$ cat src/rtl/pwm_multi_if.sv
// Register bus between a host and pwm_multi: one write or read strobe per cycle.
// Read data comes back one cycle after rd_en, qualified by rvalid.
interface pwm_multi_if #(
  parameter int ADDR_W = 4,
  parameter int CNT_W  = 16
);
  logic              wr_en;
  logic              rd_en;
  logic [ADDR_W-1:0] addr;
  logic [CNT_W-1:0]  wdata;
  logic [CNT_W-1:0]  rdata;
  logic              rvalid;

  modport master (output wr_en, rd_en, addr, wdata, input rdata, rvalid);
  modport slave  (input wr_en, rd_en, addr, wdata, output rdata, rvalid);
endinterface

$ cat src/rtl/pwm_multi.sv
// pwm_multi: N-channel PWM generator, edge- or center-aligned, with staged
// PERIOD/DUTY registers that are copied into active shadows only at a period
// boundary or when the block is enabled.
//
// state   | meaning
// ST_IDLE | counter held at 0 (disabled or P==0), or first count after enable
// ST_UP   | counting up (edge mode always, center mode 0..P)
// ST_DOWN | center mode, counting down P-1..1
//
// Center-mode outputs are high for 2*D cycles of the 2*P period, placed
// symmetrically around the turn-around point (cnt==P).
module pwm_multi #(
  parameter int N_CH   = 4,
  parameter int CNT_W  = 16,
  parameter int ADDR_W = 4
) (
  input  logic            i_clk,
  input  logic            i_rst,
  pwm_multi_if.slave      bus,
  output logic [N_CH-1:0] o_pwm_out,
  output logic            o_err_irq
);

  typedef enum logic [1:0] {ST_IDLE, ST_UP, ST_DOWN} state_t;

  localparam logic [ADDR_W-1:0] A_CTRL = ADDR_W'(0);
  localparam logic [ADDR_W-1:0] A_PER  = ADDR_W'(1);
  localparam logic [ADDR_W-1:0] A_STAT = ADDR_W'(2);
  localparam logic [CNT_W-1:0]  ONE    = CNT_W'(1);

  state_t            r_state, w_state_nxt;
  logic              r_en, r_center, r_center_act;
  logic [CNT_W-1:0]  r_per_stg, r_per_act, r_cnt, w_cnt_nxt;
  logic [CNT_W-1:0]  r_duty_stg [N_CH];
  logic [CNT_W-1:0]  r_duty_act [N_CH];
  logic [CNT_W-1:0]  w_duty_ld  [N_CH];
  logic [N_CH-1:0]   r_err, w_over, w_w1c, w_hi, r_pwm;
  logic              r_irq, r_rvalid;
  logic [CNT_W-1:0]  r_rdata, w_rd_mux;
  logic              w_wr_ctrl, w_en_rise, w_bnd, w_load;

  assign w_wr_ctrl = bus.wr_en && (bus.addr == A_CTRL);
  assign w_en_rise = w_wr_ctrl && bus.wdata[0] && !r_en;
  assign w_load    = w_en_rise || w_bnd;
  assign w_w1c     = (bus.wr_en && (bus.addr == A_STAT)) ? N_CH'(bus.wdata) : '0;

  // Staged duty clamped to staged period; overflow flags feed ERR at load time
  always_comb begin
    w_over    = '0;
    w_duty_ld = r_duty_stg;
    for (int i = 0; i < N_CH; i++) begin
      w_over[i] = r_duty_stg[i] > r_per_stg;
      if (w_over[i]) w_duty_ld[i] = r_per_stg;
    end
  end

  // Counter next-state: direction, next count and period boundary detect
  always_comb begin
    w_state_nxt = r_state;
    w_cnt_nxt   = r_cnt;
    w_bnd       = 1'b0;
    if (!r_en) begin
      w_state_nxt = ST_IDLE;
      w_cnt_nxt   = '0;
    end else if (r_per_act == '0) begin
      w_state_nxt = ST_IDLE;
      w_cnt_nxt   = '0;
      w_bnd       = 1'b1;
    end else if (r_state == ST_DOWN) begin
      if (r_cnt == ONE) begin
        w_bnd       = 1'b1;
        w_cnt_nxt   = '0;
        w_state_nxt = ST_UP;
      end else begin
        w_cnt_nxt = r_cnt - ONE;
      end
    end else if (!r_center_act) begin
      w_state_nxt = ST_UP;
      if (r_cnt == r_per_act - ONE) begin
        w_bnd     = 1'b1;
        w_cnt_nxt = '0;
      end else begin
        w_cnt_nxt = r_cnt + ONE;
      end
    end else if (r_cnt == r_per_act) begin
      if (r_per_act == ONE) begin
        // P==1 has no down leg: the peak itself closes the period
        w_bnd       = 1'b1;
        w_cnt_nxt   = '0;
        w_state_nxt = ST_UP;
      end else begin
        w_cnt_nxt   = r_cnt - ONE;
        w_state_nxt = ST_DOWN;
      end
    end else begin
      w_cnt_nxt   = r_cnt + ONE;
      w_state_nxt = ST_UP;
    end
  end

  // Per-channel compare; D==P is forced high so center mode stays 100% at the peak
  always_comb begin
    w_hi = '0;
    for (int i = 0; i < N_CH; i++) begin
      if (r_duty_act[i] == r_per_act)
        w_hi[i] = 1'b1;
      else if (!r_center_act)
        w_hi[i] = r_cnt < r_duty_act[i];
      else if (r_state == ST_DOWN)
        w_hi[i] = r_cnt >= (r_per_act - r_duty_act[i]);
      else
        w_hi[i] = r_cnt > (r_per_act - r_duty_act[i]);
    end
  end

  // Read mux over staging registers, status and control
  always_comb begin
    w_rd_mux = '0;
    case (bus.addr)
      A_CTRL: w_rd_mux = CNT_W'({r_center, r_en});
      A_PER:  w_rd_mux = r_per_stg;
      A_STAT: w_rd_mux = CNT_W'(r_err);
      default: begin
        for (int i = 0; i < N_CH; i++)
          if (bus.addr == ADDR_W'(4 + i)) w_rd_mux = r_duty_stg[i];
      end
    endcase
  end

  // Counter state register
  always_ff @(posedge i_clk) begin
    if (i_rst) begin
      r_state <= ST_IDLE;
      r_cnt   <= '0;
    end else begin
      r_state <= w_state_nxt;
      r_cnt   <= w_cnt_nxt;
    end
  end

  // Register file, shadow loads, status, outputs and read return
  always_ff @(posedge i_clk) begin
    if (i_rst) begin
      r_en         <= 1'b0;
      r_center     <= 1'b0;
      r_center_act <= 1'b0;
      r_per_stg    <= '0;
      r_per_act    <= '0;
      r_err        <= '0;
      r_pwm        <= '0;
      r_irq        <= 1'b0;
      r_rdata      <= '0;
      r_rvalid     <= 1'b0;
      for (int i = 0; i < N_CH; i++) begin
        r_duty_stg[i] <= '0;
        r_duty_act[i] <= '0;
      end
    end else begin
      if (w_wr_ctrl) begin
        r_en     <= bus.wdata[0];
        r_center <= bus.wdata[1];
      end
      if (bus.wr_en && (bus.addr == A_PER)) r_per_stg <= bus.wdata;
      for (int i = 0; i < N_CH; i++)
        if (bus.wr_en && (bus.addr == ADDR_W'(4 + i))) r_duty_stg[i] <= bus.wdata;

      if (w_load) begin
        r_per_act    <= r_per_stg;
        r_duty_act   <= w_duty_ld;
        // enabling picks up the mode written together with EN
        r_center_act <= w_en_rise ? bus.wdata[1] : r_center;
      end

      // hardware set wins over a same-cycle clear
      r_err <= (r_err & ~w_w1c) | (w_load ? w_over : '0);
      r_irq <= |r_err;
      r_pwm <= (r_en && (r_per_act != '0)) ? w_hi : '0;

      r_rvalid <= bus.rd_en;
      if (bus.rd_en) r_rdata <= w_rd_mux;
    end
  end

  assign o_pwm_out  = r_pwm;
  assign o_err_irq  = r_irq;
  assign bus.rdata  = r_rdata;
  assign bus.rvalid = r_rvalid;

endmodule

$ cat src/flat_wrapper.sv
// flat-port wrapper written by rule: the top's interface ports become plain ports
module pwm_multi_flat 
#(
  parameter int N_CH   = 4,
  parameter int CNT_W  = 16,
  parameter int ADDR_W = 4
)
  (i_clk, i_rst, o_pwm_out, o_err_irq, bus_wr_en, bus_rd_en, bus_addr, bus_wdata, bus_rdata, bus_rvalid);
  pwm_multi_if #(.ADDR_W(ADDR_W), .CNT_W(CNT_W)) bus_i ();
  input  logic i_clk;
  input  logic i_rst;
  output logic [N_CH-1:0] o_pwm_out;
  output logic o_err_irq;
  input wire logic [$bits(bus_i.wr_en)-1:0] bus_wr_en;
  input wire logic [$bits(bus_i.rd_en)-1:0] bus_rd_en;
  input wire logic [$bits(bus_i.addr)-1:0] bus_addr;
  input wire logic [$bits(bus_i.wdata)-1:0] bus_wdata;
  output wire logic [$bits(bus_i.rdata)-1:0] bus_rdata;
  output wire logic [$bits(bus_i.rvalid)-1:0] bus_rvalid;
  assign bus_i.wr_en = bus_wr_en;
  assign bus_i.rd_en = bus_rd_en;
  assign bus_i.addr = bus_addr;
  assign bus_i.wdata = bus_wdata;
  assign bus_rdata = bus_i.rdata;
  assign bus_rvalid = bus_i.rvalid;
  pwm_multi #(.N_CH(N_CH), .CNT_W(CNT_W), .ADDR_W(ADDR_W)) u_core (.i_clk(i_clk), .i_rst(i_rst), .bus(bus_i), .o_pwm_out(o_pwm_out), .o_err_irq(o_err_irq));
endmodule
$ cat config.mk
export PLATFORM = sky130hd
export DESIGN_NAME = pwm_multi_flat
export DESIGN_NICKNAME = d
export VERILOG_FILES = /design/src/rtl/pwm_multi_if.sv /design/src/rtl/pwm_multi.sv /design/src/flat_wrapper.sv
export SDC_FILE = /design/constraint.sdc
export NUM_CORES = 1
export LEC_CHECK = 0
export BUFFER_PORTS_ARGS = -buffer_cell sky130_fd_sc_hd__buf_2
export CORE_ASPECT_RATIO = 1.2
export CORE_MARGIN = 4
export CORE_UTILIZATION = 35
export CTS_CLUSTER_SIZE = 20
export DETAILED_ROUTE_END_ITERATION = 10
export PLACE_DENSITY_LB_ADDON = 0.15
export SYNTH_ARGS = -nofsm -noshare
export SYNTH_HDL_FRONTEND = slang
export SYNTH_SLANG_ARGS = --single-unit
$ cat constraint.sdc
create_clock -name i_clk -period 10.9 [get_ports i_clk]
set_clock_uncertainty 0.05 [all_clocks]
set_input_delay 1.09 -clock i_clk [delete_from_list [all_inputs] [get_ports i_clk]]
set_output_delay 1.09 -clock i_clk [all_outputs]
set_load 0.03 [all_outputs]
# After elaboration in Yosys (flattened, before gate mapping)
# Cells that the tools add are included.
[op_classes] mux=43 bitwise_logic=5 n_reduce_logical=18 n_lt_le_gt_ge=16 add_sub_neg=7 eq_ne=16
[op_table] operator="$mux 16" count=14
[op_table] operator="$gt 16x16->1" count=8
[op_table] operator="$eq 16x16->1" count=6
[op_table] operator="$ge 16x16->1" count=4
[op_table] operator="$lt 16x16->1" count=4
[op_table] operator="$sub 16x16->16" count=4
[op_table] operator="$pmux 16 s3" count=1
[op_table] operator="$eq 16x1->1 const B" count=2
[op_table] operator="$sub 16x1->16 const B" count=2
[op_table] operator="$mux 1" count=21
[op_table] operator="$add 16x1->16 const B" count=1
[op_table] operator="$eq 4x3->1 const B" count=4
[op_table] operator="$logic_not 16->1" count=1
[op_table] operator="$reduce_bool 16->1" count=1
[op_table] operator="$logic_and 1x1->1" count=10
[op_table] operator="$mux 2" count=5
[op_table] operator="$mux 4" count=2
[op_table] operator="$and 4x4->4" count=1
[op_table] operator="$eq 4x1->1 const B" count=1
[op_table] operator="$eq 4x2->1 const B" count=1
[op_table] operator="$logic_not 4->1" count=1
[op_table] operator="$not 4->4" count=1
[op_table] operator="$or 4x4->4" count=1
[op_table] operator="$reduce_or 4->1" count=1
[op_table] operator="other kinds (7)" count=8
[word_totals] ff_bits=207 word_cells=125

# Depth between registers and ports, before layout
[logic_depth] depth_word=10 mapped_depth=21 ltp_nobuf=20

# Worst setup path after synthesis
# No wires, ideal clock.
[synth_path] path_kind="register to register" from="register u_core.r_per_act[0]" to="register u_core.r_pwm[2] (netlist: u_core.o_pwm_out[2])" setup_ns=0.059 stages_incl_launch_ff=21 path_slack_ns=6.752 required_time_ns=10.791 t_arrival_ns=4.039 cell_sequence="dfxtp_1 -> clkbuf_1 -> inv_1 -> ha_1 -> inv_1 -> fa_1 -> a21o_1 -> a21oi_1 -> o21ai_0 -> a211o_1 -> a31oi_1 -> o21bai_1 -> a21oi_1 -> xor2_1 -> ha_1 -> nand4_1 -> or2_2 -> nor4_1 -> o41ai_1 -> a221oi_1 -> o31a_1"
[synth_between] elab_chain_cells=5
[synth_rtl] element="from (decl)" line_no="pwm_multi.sv:33" rtl="logic [CNT_W-1:0] r_per_stg, r_per_act, r_cnt, w_cnt_nxt;"
[synth_rtl] element="from (signal assigned)" line_no="pwm_multi.sv:168" rtl="r_per_act <= r_per_stg;"
[synth_rtl] element="$sub 16x16->16" line_no="pwm_multi.sv:110, pwm_multi.sv:112"
[synth_rtl] element="$gt 16x16->1 / $ge 16x16->1 (equally long branches)" line_no="pwm_multi.sv:112, pwm_multi.sv:110"
[synth_rtl] element="$mux 1" line_no="pwm_multi.sv:109" rtl="else if (r_state == ST_DOWN)"
[synth_rtl] element="$mux 1" line_no="pwm_multi.sv:107" rtl="else if (!r_center_act)"
[synth_rtl] element="$mux 1" line_no="pwm_multi.sv:105" rtl="if (r_duty_act[i] == r_per_act)"
[synth_rtl] element="to (signal assigned)" line_no="pwm_multi.sv:177" rtl="r_pwm <= (r_en && (r_per_act != '0)) ? w_hi : '0;"
[synth_rtl] element="to (decl)" line_no="pwm_multi.sv:37" rtl="logic [N_CH-1:0] r_err, w_over, w_w1c, w_hi, r_pwm;"
# Parallel ways exist; a longest one is shown, timed or not.
# A chain may end at the register's enable or synchronous reset.

# Worst setup path after layout
[layout_path] from="register u_core.r_per_act[1]" to="register u_core.r_pwm[1] (netlist: u_core.o_pwm_out[1])"
# The elaborated chain is that of the path after synthesis.

==> impl_results.md <==
* Setup-failing EPs final at 0
* Initial antenna violation count at 0
* Logic pwr share at 0.203
* Rows at slightly below 90
* Iter 0 DRT Violations at 1327
* Layout cells sized above 1 at 0.06512
* Multi-input gate area at roughly 12000 um2
* RSZ-0062 raised after global routing: no
* Post-synth EDFFs at 0
* First-pass GRT wire length at between 90000 and 100000 um
* First-pass iteration count of the detailed router at 5
* Min Tclk post-route at between 4 and 5 ns
* DP Wirelength at between 40000 and 50000 um
* Synth warn at 0
* P_leak at roughly 8.7 nW
* P&R area growth vs syn at 8.476%
* Commonest non-fill, non-tap cells in the layout: nand2_1, ha_1, dfxtp_1
* Total chip power at 2.000 mW
* Worst Path Required at between 10 and 15 ns
* Total routing usage reported by global routing at 0.2335
* Largest net degree at the start of global routing at 84
* Post-CTS Resized at 0
* CTS Buffer Depth at 3
* Final Hold Viols at 0
* Die X at 213.2 um
* Setup TNS at 0 ns
* Wire per inst at around 23 um
* Vias in the first global route at 16310
* Postcts setup bufs at 0
* Worst hold path class: register to register
* Initial Util at 0.3569
* End-of-flow core utilization at 0.3871
* Final Cycle Share at 0.4403
* H-tree Lvls at 1
* CP top delay family: compound AO/OA/AOI/OAI gates
* Chip Height at between 200 and 300 um
* Syn Area/Cell at around 8 um2
* Fin nets at between 2000 and 2500
* Worst EP arrival at between 5 and 6 ns
* Internal power at around 1.4 mW
* P_sw at 611.2 uW
* CTS Sinks at between 200 and 250
* Syn nets at around 2500
* Crit-path cells: ha_1, nor2b_1, o21ai_0, a21oi_1, o21ai_0, a211oi_1, o31a_1, or4_1, o211a_1, ha_1, nand4_1, or4_1, a41oi_1, o221ai_1, a31oi_1
* Storage cell area at roughly 4100 um2
* Num ports at between 40 and 50
* FMAX at about 210 MHz
* Max_cap viols at 0
* Detail Route Antenna Nets at 0
* FILL cells at a little over 5000
* Cts hold-fix bufs at 0
* WL final at approximately 65000 um
* Worst IR Drop VDD at between 100 and 150 uV
* Core ar. at around 50000 um2
* Total grt overflow at 0
* Skew-Pair Late Insertion Delay at about 0.56 ns
* Buffer and inverter count on the worst path at 0
* Commonest non-fill, non-tap cell in the layout: nand2_1
* Sequential share of the synthesized area at 0.2343
* Vias after detailed routing at approximately 17000
* Actual slew at the worst max-slew pin at about 1.1 ns
* Final Max Tran Viols at 0
* CP Capture Type: register
* Slew headroom at 0.2855
* Status: complete, no violations
* Num CTS Buffers at 26
* Type of the worst setup path: register to register
* Synth async-reset ratio at 0
* Die area at around 54000 um2
* Yosys reg bits at about 210
* Sw Ratio at 0.3056
* Synth Flop Type: dfxtp_1
* Slowest cell on crit path: dfxtp_1
* Crit Path Max Fanout at 15
* Critical Path Max Stage Delay at between 0.8 and 0.9 ns
* Buffers on Ports at 45
* Root buffer cell: clkbuf_16
* Setup crit start kind: register
* Synth unique cells at 68
* Sequential fraction of design power at 0.393
* PD cells at 104.3 nW/um2
* Cell Area, Synth at roughly 18000 um2
* Drt drc at 0
* Worst-path clk slew at 0.06 ns
* Final GP Congestion at between 0.9 and 1
* CTS tree: done
* Gate count of the mapped netlist at about 2200
* Clock power frac at 0.404
* N_diodes at 0
* Number of vias per cell at just under 6
## metal layers
metal | wire [um] | up-vias | track usage
li1 | - | 8145 | -
met1 | 29150 | 8150 | 0.3138
met2 | 30400 | 458 | 0.3932
met3 | 2868 | 114 | 0.02251
met4 | 2569 | 0 | 0.08048
met5 | 0 | - | 0
## logic make-up (layout without fill, tap and decap cells)
| group | count (synthesis) | after routing | synth area share |
|---|---|---|---|
| XOR/XNOR | 72 | 72 | 0.03566 |
| AND/OR/NAND/NOR | 665 | 665 | 0.1842 |
| AO/OA/AOI/OAI | 686 | 686 | 0.2667 |
| adder cells (fa/ha/maj) | 257 | 257 | 0.1835 |
| buffers and inverters | 282 | 256 | 0.06269 |
| multiplexers | 53 | 53 | 0.03283 |
| flip-flops | 207 | 207 | 0.2343 |
## layout make-up
type                    instances  area share
repair buffers                 82     0.02635
clock inverters                 5    0.001761
well taps                     637     0.04155
flip-flops and latches        207      0.2160
clock buffers                  37     0.03822
multi-input cells            1733      0.6503
inverters                     132     0.02583
## worst register-to-register path: cells and delay by family (launching register included)
| family | cells | cell delay (ns) |
|---|---|---|
| AOI/OAI and AO/OA | 9 | 1.87 |
| DFF | 1 | 0.85 |
| adders and majority gates | 2 | 0.67 |
| and+or+nand+nor | 4 | 1.28 |
## state kept, by name (all words and copies together), names as in the netlist
register             count
u_core.r_err             4
u_core.r_cnt            16
u_core.bus.rvalid        1
u_core.r_center_act      1
u_core.r_per_act        16
u_core.r_per_stg        16
u_core.r_duty_stg       64
u_core.r_duty_act       64
u_core.r_en              1
u_core.bus.rdata        16
u_core.o_err_irq         1
u_core.r_center          1
u_core.o_pwm_out         4
u_core.r_state           2
## final timing paths
check / from / to / cells after the start / slack, ns
worst max-delay path: u_core.r_per_act[1] / u_core.o_pwm_out[1] / 15 / 6.10
worst min-delay path: u_core.r_duty_stg[16] / u_core.r_duty_stg[16] / 2 / 0.42
worst max register to register: u_core.r_per_act[1] / u_core.o_pwm_out[1] / 15 / 6.10
worst min register to register: u_core.r_duty_stg[16] / u_core.r_duty_stg[16] / 2 / 0.42
## Yosys cell counts, drive strengths merged, types with 19 or more instances
master   count  share of area
o211a       67          0.038
o21ai      109          0.031
and3        26         0.0092
or3         19         0.0067
a21oi      172          0.049
ha         253           0.18
nor3        36          0.011
nor2b       31          0.011
dfxtp      207           0.23
o211ai      56          0.024
mux2i       49          0.028
nand3       69          0.020
nor2        87          0.018
xnor2       39          0.019
nand2b      26         0.0092
nand2      255          0.054
o31ai       27          0.011
clkbuf     122          0.026
xor2        33          0.016
a211oi      29          0.012
a21o        62          0.026
o2111ai     33          0.016
nand4       47          0.017
inv        130          0.028
a31oi       19         0.0067
buf         28         0.0088
## per-stage QoR
stage	instances	setup slack [ns]	instance area [um2]	hold slack [ns]
after floorplan	2222	6.752	17680	0.3959
after global placement	2791	6.087	18420	0.4111
after detailed placement	2791	6.131	18420	0.4122
after CTS	2833	6.111	19180	0.4181
after global routing	2833	5.673	19180	0.4576
final	2833	6.100	19180	0.4172
## power groups by stage
| stage | sequential [mW] | clock (mW) | combinational, mW |
|---|---|---|---|
| floorplan | 0.799 | 0 | 0.294 |
| global placement | 0.801 | 0 | 0.398 |
| detailed placement | 0.801 | 0 | 0.403 |
| CTS | 0.785 | 0.833 | 0.405 |
| global route | 0.786 | 0.855 | 0.446 |
| finish | 0.785 | 0.809 | 0.406 |
(Power assumes the default switching activity.)
